**src/rtl/vga_coord_fetch.sv**
```systemverilog
// Fetches NUM_WORDS sprite coordinate words from memory on each frame start and
// presents each one for a single cycle, tagged with its slot index, to the VGA bit generator.
module vga_coord_fetch #(
  parameter logic [15:0] BASE_ADDR = 16'h0000,
  parameter int          NUM_WORDS = 6,
  parameter int          RD_LAT    = 1
) (
  input  logic        clk_50m,
  input  logic        btn_rst_n,
  input  logic        frame_start,
  output logic        mem_req,
  output logic [15:0] mem_addr,
  input  logic        mem_gnt,
  input  logic [15:0] mem_rdata,
  output logic [2:0]  vga_counter,
  output logic [15:0] data_from_mem_vga,
  output logic        busy,
  output logic        frame_done
);

  localparam logic [2:0] LAST_IDX = 3'(NUM_WORDS - 1);
  localparam logic [2:0] LAT_INIT = 3'(RD_LAT - 1);

  typedef enum logic [2:0] {
    S_IDLE,
    S_REQ,
    S_WAIT,
    S_PRESENT,
    S_DONE
  } state_t;

  state_t      state_q, state_d;
  logic [2:0]  idx_q, idx_d;
  logic [2:0]  lat_q, lat_d;
  logic        pending_q, pending_d;
  logic [15:0] data_q, data_d;
  logic        busy_q, frame_done_q;

  always_comb begin
    state_d   = state_q;
    idx_d     = idx_q;
    lat_d     = lat_q;
    pending_d = pending_q;
    data_d    = data_q;

    // Only one frame can be queued behind the active fetch; extra pulses are lost.
    if (state_q != S_IDLE && frame_start) begin
      pending_d = 1'b1;
    end

    case (state_q)
      S_IDLE: begin
        if (frame_start || pending_q) begin
          state_d   = S_REQ;
          idx_d     = 3'd0;
          pending_d = 1'b0;
        end
      end
      S_REQ: begin
        if (mem_gnt) begin
          state_d = S_WAIT;
          lat_d   = LAT_INIT;
        end
      end
      S_WAIT: begin
        if (lat_q == 3'd0) begin
          data_d  = mem_rdata;
          state_d = S_PRESENT;
        end else begin
          lat_d = lat_q - 3'd1;
        end
      end
      S_PRESENT: begin
        if (idx_q == LAST_IDX) begin
          state_d = S_DONE;
        end else begin
          idx_d   = idx_q + 3'd1;
          state_d = S_REQ;
        end
      end
      S_DONE: begin
        // A start arriving in this very cycle chains straight into the next fetch.
        if (pending_q || frame_start) begin
          state_d   = S_REQ;
          idx_d     = 3'd0;
          pending_d = 1'b0;
        end else begin
          state_d = S_IDLE;
        end
      end
      default: state_d = S_IDLE;
    endcase
  end

  always_ff @(posedge clk_50m) begin
    if (!btn_rst_n) begin
      state_q      <= S_IDLE;
      idx_q        <= 3'd0;
      lat_q        <= 3'd0;
      pending_q    <= 1'b0;
      data_q       <= 16'h0000;
      busy_q       <= 1'b0;
      frame_done_q <= 1'b0;
    end else begin
      state_q      <= state_d;
      idx_q        <= idx_d;
      lat_q        <= lat_d;
      pending_q    <= pending_d;
      data_q       <= data_d;
      busy_q       <= (state_d != S_IDLE);
      frame_done_q <= (state_d == S_DONE);
    end
  end

  assign mem_req           = (state_q == S_REQ);
  assign mem_addr          = mem_req ? (BASE_ADDR + {13'd0, idx_q}) : 16'h0000;
  assign vga_counter       = (state_q == S_PRESENT) ? idx_q : 3'b111;
  assign data_from_mem_vga = data_q;
  assign busy              = busy_q;
  assign frame_done        = frame_done_q;

endmodule

```
**config.mk**
```make
export PLATFORM = sky130hd
export DESIGN_NAME = vga_coord_fetch
export DESIGN_NICKNAME = d
export VERILOG_FILES = /design/src/rtl/vga_coord_fetch.sv
export SDC_FILE = /design/constraint.sdc
export NUM_CORES = 1
export LEC_CHECK = 0
export ABC_AREA = 1
export CAP_MARGIN = 20
export CORE_UTILIZATION = 60
export CTS_CLUSTER_DIAMETER = 50
export CTS_CLUSTER_SIZE = 24
export DETAILED_ROUTE_END_ITERATION = 6
export DONT_BUFFER_PORTS = 1
export MAX_ROUTING_LAYER = met4
export PLACE_DENSITY_LB_ADDON = 0.08
export SYNTH_ARGS = -nofsm -noshare
export SYNTH_HDL_FRONTEND = slang
export SYNTH_SLANG_ARGS = --single-unit
```
**constraint.sdc**
```tcl
create_clock -name clk_50m -period 2.4 [get_ports clk_50m]
set_input_delay 0.24 -clock clk_50m [delete_from_list [all_inputs] [get_ports clk_50m]]
set_output_delay 0.24 -clock clk_50m [all_outputs]
set_load 0.05 [all_outputs]
```
Yosys cells after proc, flatten, opt, wreduce, memory -nomap -nowiden --
Index checks and enable logic that the tools add are counted.
Storage, ports and cells: bits in registers 28, logic and storage cells 48, output and inout bits 38
Operators by class: reductions and logical operators 12, equal/unequal tests 10, multiplexer cells 17, $add $sub $neg 2
Operator list (count):
- two-way mux 3 bit | 10
- one-hot mux 3 bit (5 select lines) | 1
- one-hot mux 3 bit (2 select lines) | 2
- == test 3 bit, second input constant | 3
- == test 3 x 2 -> 1 bit, second input constant | 2
- zero test 3 bit | 2
- AND reduction 3 bit | 2
- nonzero test 3 bit | 2
- two-way mux 1 bit | 4
- inequality test 2 x 1 -> 1 bit, second input constant | 2
- inequality test 2 bit, second input constant | 2
- nonzero test 2 bit | 2
- adder 3 x 1 -> 3 bit, second input constant | 1
- == test 3 x 1 -> 1 bit, second input constant | 1
- subtractor 3 x 1 -> 3 bit, second input constant | 1
- AND reduction 2 bit | 1
- OR reduction 2 bit | 1
- logical AND 1 bit | 1
- logical OR 1 bit | 1

Depth between registers and ports, before layout --
Gate-level depths: netlist of the first run.
depth in word-level cells 5, mapped depth 9

Worst setup path before layout of the first run --
No wires, ideal clock.
path kind register to output, start point reg state_q[1], end point out mem_addr[0], data required time 2.160 ns, buffers on the path 0, setup slack 0.966 ns, arrival 1.194 ns, cell stages (with the launch flop) 4, path through dfxtp_1 inv_2 nand3_2 nor2_1
Between the ends: word-level cells in the longest chain between the ends 2
Ends and longest elaborated chain:
- start: declaration | RTL line 32 | state_t state_q, state_d;
- start signal: assignment | RTL line 105 | state_q <= state_d;
- == test 3 x 1 -> 1 bit | RTL line 115 | assign mem_req = (state_q == S_REQ);
- two-way mux 3 bit | RTL line 116 | assign mem_addr = mem_req ? (BASE_ADDR + {13'd0, idx_q}) : 16'h0000;
- end: declaration | RTL line 12 | output logic [15:0] mem_addr,
Every way passes these cells.

Worst setup path after layout of the first run --
start point reg lat_q[0], end point reg data_q[10], in the netlist data_from_mem_vga[10]
Between the ends: word-level cells in the longest chain between the ends 2
Ends and longest elaborated chain:
- start: declaration | RTL line 34 | logic [2:0] lat_q, lat_d;
- start signal: assignment | RTL line 107 | lat_q <= lat_d;
- zero test 3 bit | RTL line 66 | if (lat_q == 3'd0) begin
- AND reduction 2 bit (no source line)
- end signal: assignment | RTL line 109 | data_q <= data_d;
- end: declaration | RTL line 36 | logic [15:0] data_q, data_d;
Every way passes these cells. A chain may end at the register's enable or synchronous reset.

==> impl_metrics.yaml, run 1 <==
outcome:
  status: "finished, final reports clean"
critical_path:
  path_common_cell: "nor2_1"
  rrSetupSlack_ns: 0.73
  arrival_ns: 1.91
  critical-path-slowest-cell: "dfxtp_1"
  worstReg2RegEnd: "data_from_mem_vga[10]"
  critical_path.max_stage_delay_ns: 0.36
  end_kind: "register"
  r2r-start: "lat_q[0]"
  crit_type: "reg -> reg"
  cp_cell_sequence: "inv_1, ha_1, inv_1, nor2_1, nand3_2, clkinv_2, nor2_1, nor2_1"
  required_ns: 2.64
  crit_fanout: 22
  worstRegToRegCells: 8
  cp-start-kind: "register"
detailed_routing:
  drc: 0
  drt-vias-per-instance: 5.167
  via_count: 1054
  postRouteAntennaNets: 0
  drt-wirelength-per-cell_um: 11.97
  drtIter0Drc: 13
  drt-total-wl_mm: 2.442
  dr.pass1.iters: 4
global_route:
  grt_max_degree: 23
  grt.total_usage_pct: 23.44
  grt_pass1_vias: 981
  grt-ovfl-total: 0
  antenna_found_initial: 0
  grt_pass1_wl_mm: 4.202
logic_synthesis:
  synthXorXnorAreaFrac_pct: 0.6686
  synth_top_area_share_pct: 42.79
  synthDistinctLibCells: 26
  yosys_warnings: 0
  synth_compound_area_share_pct: 10.51
  synthMuxAreaShare_pct: 0
  syn_avg_cell_area_sq_um: 7.443
  synth_top_family_by_area: "simple AND/OR/NAND/NOR gates"
  syn_inst: 176
  synthTopCellsByArea: "dfxtp_1 (43%), nor2_1 (13%), buf_4 (8.0%)"
  yosysSeqAreaShare_pct: 42.79
  synthArstFlopShare_pct: 0
  synth_fa_ha_area_share_pct: 3.820
  yosysMostFrequentCell: "nor2_1"
  yosys.area_share.simple_pct: 27.13
  synth-seq-cells: 28
  synthTopCellsByCount: "nor2_1 (45), dfxtp_1 (28), nand2_1 (21)"
  synth_ff_type: "dfxtp_1"
  yosysTopAreaCell: "dfxtp_1"
  netlist_area_sq_mm: 0.001310
  synth_edf_count: 0
sta:
  maxSlewHeadroom_pct: 64.76
  setup_viol: 0
  min_period_ns: 1.674
  drv_slew: 0
  tns_ns: 0
  finalCritPeriodShare_pct: 69.76
  worstMarginPinSlew_ns: 0.5278
  rsz0062_at_grt: "no"
  skew_ns: 0.004847
  fmax_mhz: 597.3
  finalHoldViolations: 0
clocking:
  insertion_delay_ns: 0.33
  clkTransAtPathRegs_ns: 0.15
  hold_buffers: 0
  cts-buffers-inserted: 3
  htree_num_levels: 1
  post-cts-setup-buffers: 0
  cts_tree: "built"
  clockRootBuffer: "clkbuf_4"
  cts.sinks: 28
  cts_resized: 0
  cts_buffer_depth: 2
pwr:
  p_clk_share_pct: 15.0
  combinationalPowerShare_pct: 34.7
  share_seq_of_total_power_pct: 50.3
  power.switching_mw: 1.066
  vdd_ir_drop_max_mv: 0.7894
  leakage_nw: 0.5814
  p_int_mw: 0.9823
  sw_frac_of_total_pct: 52.05
  power_density_mw_per_mm2: 1535
die:
  fp.dieH_um: 48.73
  die_area_sq_mm: 0.002374
  ios: 58
  start_util_pct: 65.44
  fp.coreArea_sq_mm: 0.002002
  die_w_um: 48.73
  row_count: 16
layout:
  antenna_cells: 0
  nets: 202
  stdcell_count: 204
  finalInstanceArea_sq_mm: 0.001335
  syn_to_final_growth_pct: 1.910
  drive_gt1_share_pct: 10.73
  fill_cells: 189
  post-route-util_pct: 66.69
hold_path:
  worstHoldPathType: "in -> reg"
  holdPathStages: 2
  whs_endpoint: "idx_q[0]"
  hp-start: "btn_rst_n"
placed_design:
  place_area_sq_mm: 0.001282
  place_inst: 200
  hpwlAfterDp_mm: 1.841
  io_buffers: 0
  routabilityCongestion: 0.7925
run:
  drv_cap: 0
==> cell type report <==
class,instances,area (sq um),share of cell area (%)
clock inverters,1,30.03,2.249
clock buffers,3,22.52,1.687
multi-input cells,125,600.6,44.99
well taps,27,33.78,2.530
flip-flops and latches,28,560.5,41.99
inverters,17,65.06,4.873
repair buffers,3,22.52,1.687
==> worst max path at each step <==
stage | from | end | slack, ns | cells after the start
2_1_floorplan | state_q[1] | mem_addr[0] | 0.97 | 3
3_3_place_gp | lat_q[0] | data_from_mem_vga[5] | 0.83 | 8
3_5_place_dp | lat_q[0] | data_from_mem_vga[10] | 0.74 | 8
4_1_cts | lat_q[0] | data_from_mem_vga[10] | 0.72 | 8
5_1_grt | lat_q[0] | data_from_mem_vga[14] | 0.52 | 8
6_report | lat_q[0] | data_from_mem_vga[10] | 0.73 | 8
==> metal layers <==
layer	up-vias	share of wire, %	global-route usage [%]	routed length [um]
li1	527	-	-	-
met1	476	45	25.15	1088
met2	47	46	38.89	1117
met3	4	8.7	7.547	213
met4	0	0.94	11.27	23
met5	-	0	-	0
==> cells by family after synthesis <==
group	after synthesis
AND/OR/NAND/NOR	80
adder cells (fa/ha/maj)	4
flip-flops	28
buffers and inverters	35
other	1
XOR/XNOR	1
AO/OA/AOI/OAI	27
==> power groups by stage <==
stage	Sequential [mW]	Combinational, mW	Clock (mW)
2_1_floorplan	1.02	0.650	0
3_3_place_gp	1.04	0.681	0
3_5_place_dp	1.05	0.708	0
4_1_cts	1.03	0.715	0.310
5_1_grt	1.05	0.816	0.333
6_report	1.03	0.711	0.308
==> layout by cell type (no fill, tap or decap), drive strengths merged <==
cell type  instances
nor2              47
dfxtp             28
nand2             22
o21ai             20
inv               16
conb              13
a21oi              6
nand3              5
ha                 4
nand4              3
clkbuf             3
buf                3
nor3b              2
clkinv             1
o31ai              1
xnor2              1
nor3               1
bufinv             1
==> through the flow <==
| step | hold slack [ns] | power, mW | setup WS (ns) |
|---|---|---|---|
| CTS | 0.01280 | 2.057 | 0.7166 |
| global route | 0.006162 | 2.199 | 0.5192 |
| finish | 0.01839 | 2.049 | 0.7258 |
| floorplan | 0.3865 | 1.668 | 0.9657 |
| global placement | 0.3734 | 1.719 | 0.8267 |
| detailed placement | 0.3739 | 1.753 | 0.7367 |
==> registers in the layout (all words and copies together), names as in the netlist <==
signal	cells
pending_q	1
busy	1
idx_q	3
state_q	3
data_from_mem_vga	16
frame_done	1
lat_q	3
==> worst max-delay path, delay by kind of cell (launching register included) <==
family	cells	cell delay [ns]
buffers and inverters	3	0.43
adders and majority gates	1	0.19
and+or+nand+nor	4	0.61
DFF	1	0.36
(Power assumes the default switching activity.)
==> run 2, diff against run 1 <==
ABC_AREA = 0   (was 1)
clock period = 1.6 ns   (was 2.4 ns; I/O delays follow)
==> run 2 against run 1 <==
Against the previous run: non-clock buffer count is 37 higher; sequential cell count unchanged; via count up 13%; setup slack lost 0.70 ns; clock-buffer cell count stayed put; synthesized cell count shrank 11%; critical path depth fell by 2; clock power down 7.5%.
==> impl_metrics.yaml, run 2 <==
outcome:
  status: "finished, final reports clean"
layout:
  syn_to_final_growth_pct: 30.02
  mostFrequentLayoutCell: "nand2_1"
  finalInstanceArea_sq_mm: 0.001685
  antenna_cells: 0
  multi_input_area_sq_um: 681.9
  final-seq-area_sq_um: 569.3
  largest_register_ff_count: 16
  drive_gt1_share_pct: 21.35
  nets: 218
  fill_cells: 126
  layout_common_cells: "nand2_1 (37), dfxtp_1 (23), buf_4 (19)"
sta:
  tns_ns: 0
  worstMarginPinSlew_ns: 0.5823
  min_period_ns: 1.576
  fin_ws_ns: 0.02362
  drv_slew: 0
  setup_viol: 0
  skew_ns: 0.004664
  whs_ns: 0.009272
  finalHoldViolations: 0
  rsz0062_at_grt: "yes"
  finalCritPeriodShare_pct: 98.52
  fmax_mhz: 634.4
  maxSlewHeadroom_pct: 61.05
clocking:
  clockRootBuffer: "clkbuf_4"
  clkTransAtPathRegs_ns: 0.14
  insertion_delay_ns: 0.32
  cts_tree: "built"
  cts-buffers-inserted: 3
  cts_buffer_depth: 2
  cts.sinks: 28
  htree_num_levels: 1
logic_synthesis:
  synth-seq-cells: 28
  yosysMostFrequentCell: "nand2_1"
  synthArstFlopShare_pct: 0
  synthDistinctLibCells: 29
  synth_edf_count: 0
  synthTopCellsByArea: "dfxtp_1 (43%), nand2_1 (11%), buf_4 (7.5%)"
  synth_top_area_share_pct: 43.24
  synth_ff_type: "dfxtp_1"
  yosys_warnings: 0
  yosysSeqAreaShare_pct: 43.24
  syn_avg_cell_area_sq_um: 8.309
  syn_inst: 156
  netlist_area_sq_mm: 0.001296
  yosysTopAreaCell: "dfxtp_1"
  synthTopCellsByCount: "nand2_1 (37), dfxtp_1 (28), buf_4 (13)"
die:
  row_count: 16
  start_util_pct: 64.75
  fp.dieH_um: 48.48
  fp.coreArea_sq_mm: 0.002002
  die_area_sq_mm: 0.002350
  ios: 58
  die_w_um: 48.48
critical_path:
  arrival_ns: 1.80
  cp-start-kind: "register"
  crit_type: "reg -> reg"
  end_kind: "register"
  required_ns: 1.82
  crit_fanout: 2
pwr:
  leakage_nw: 0.6799
  combinationalPowerShare_pct: 27.3
  power_density_mw_per_mm2: 941.2
  power.switching_mw: 0.5919
  share_seq_of_total_power_pct: 54.8
  sw_frac_of_total_pct: 37.32
  p_clk_share_pct: 17.9
  vdd_ir_drop_max_mv: 0.6952
  p_int_mw: 0.9943
detailed_routing:
  drt-vias-per-instance: 5.416
  drc: 0
  postRouteAntennaNets: 0
  drt-wirelength-per-cell_um: 14.49
  drtIter0Drc: 13
  drt-total-wl_mm: 3.173
  dr.pass1.iters: 4
  via_count: 1186
placed_design:
  dp_worst_setup_slack_ns: 0.03768
  hpwlAfterDp_mm: 1.803
  routabilityCongestion: 0.8066
  place_area_sq_mm: 0.001425
  io_buffers: 0
global_route:
  grt_max_degree: 21
  grt.total_usage_pct: 25.34
  grt_pass1_vias: 1101
  grt-ovfl-total: 0
  grt_pass1_wl_mm: 4.623
  antenna_found_initial: 0
run:
  drv_cap: 0
hold_path:
  worstHoldPathType: "in -> reg"
-- run 2: cell types whose count changed after synthesis, moves of 4 or more --
cell | before | now
nor2_1 | 45 | 8
o21ai_1 | 19 | 0
nand2_1 | 21 | 37
a21boi_1 | 0 | 12
inv_1 | 12 | 3
a21boi_0 | 0 | 6
a21oi_1 | 6 | 1
nand2b_1 | 0 | 5
o21ai_0 | 1 | 6
inv_2 | 4 | 0
nor3_1 | 1 | 5
-- run 2: layer usage --
metal	vias to the layer above	track usage [%]	part of all wire, %
met2	50	49.30	54
met3	11	3.145	4.7
met4	0	8.333	2.9
met1	562	25.99	38
li1	563	-	-
met5	-	-	0
-- run 2: area by class of cell --
type / count / share of cell area, %
multi-input cells: 118 / 40.46
flip-flops and latches: 28 / 33.78
repair buffers: 40 / 21.75
well taps: 27 / 2.004
clock buffers: 3 / 1.336
inverters: 3 / 0.6682
-- run 2: kinds of logic after synthesis --
logic type,count (synthesis),synth area share [%]
AOI/OAI and AO/OA,28,15.06
adders and majority gates,4,3.861
other,1,0.2893
buffers and inverters,22,10.23
xor gates and xnor gates,2,1.352
DFF,28,43.24
and+or+nand+nor,71,25.97
-- run 2: power groups by stage --
| stage | registers (mW) | clock network (mW) | logic, mW |
|---|---|---|---|
| finish | 0.869 | 0.285 | 0.432 |
| global route | 0.875 | 0.315 | 0.459 |
| CTS | 0.867 | 0.288 | 0.386 |
| detailed placement | 0.880 | 0 | 0.345 |
| global placement | 0.879 | 0 | 0.338 |
| floorplan | 0.900 | 0 | 0.268 |
-- run 2: critical path, stage by stage, from the launching register on --
cell	delay, ns
dfxtp_2	0.34
inv_1	0.05
ha_1	0.20
nand2b_1	0.11
o22ai_1	0.09
a221o_1	0.32
or3_1	0.36
-- run 2: worst paths after layout --
kind | from | to | slack (ns) | cells past startpoint
worst max-delay path | lat_q[0] | busy | 0.02 | 6
worst min-delay path | btn_rst_n | pending_q | 0.009 | 2
worst max register to register | lat_q[0] | busy | 0.02 | 6
worst min register to register | data_from_mem_vga[3] | data_from_mem_vga[3] | 0.48 | 2
-- run 2: through the flow --
stage | utilization, % | power [mW] | std cells
CTS | 81.13 | 1.541 | 216
finish | 84.19 | 1.586 | 219
floorplan | - | 1.167 | 168
detailed placement | 71.19 | 1.226 | 196
global route | 84.19 | 1.649 | 219
global placement | 71.19 | 1.217 | 196
-- run 2: timing repair --
item                                   4_1_cts  5_1_grt
endpoints found under the hold margin       21        0
hold buffers                                17        0
cloned                                       0        1
setup endpoints to repair                    2       21
pin swaps                                    0        1
setup buffers                                0        2
resized for setup                            4       14
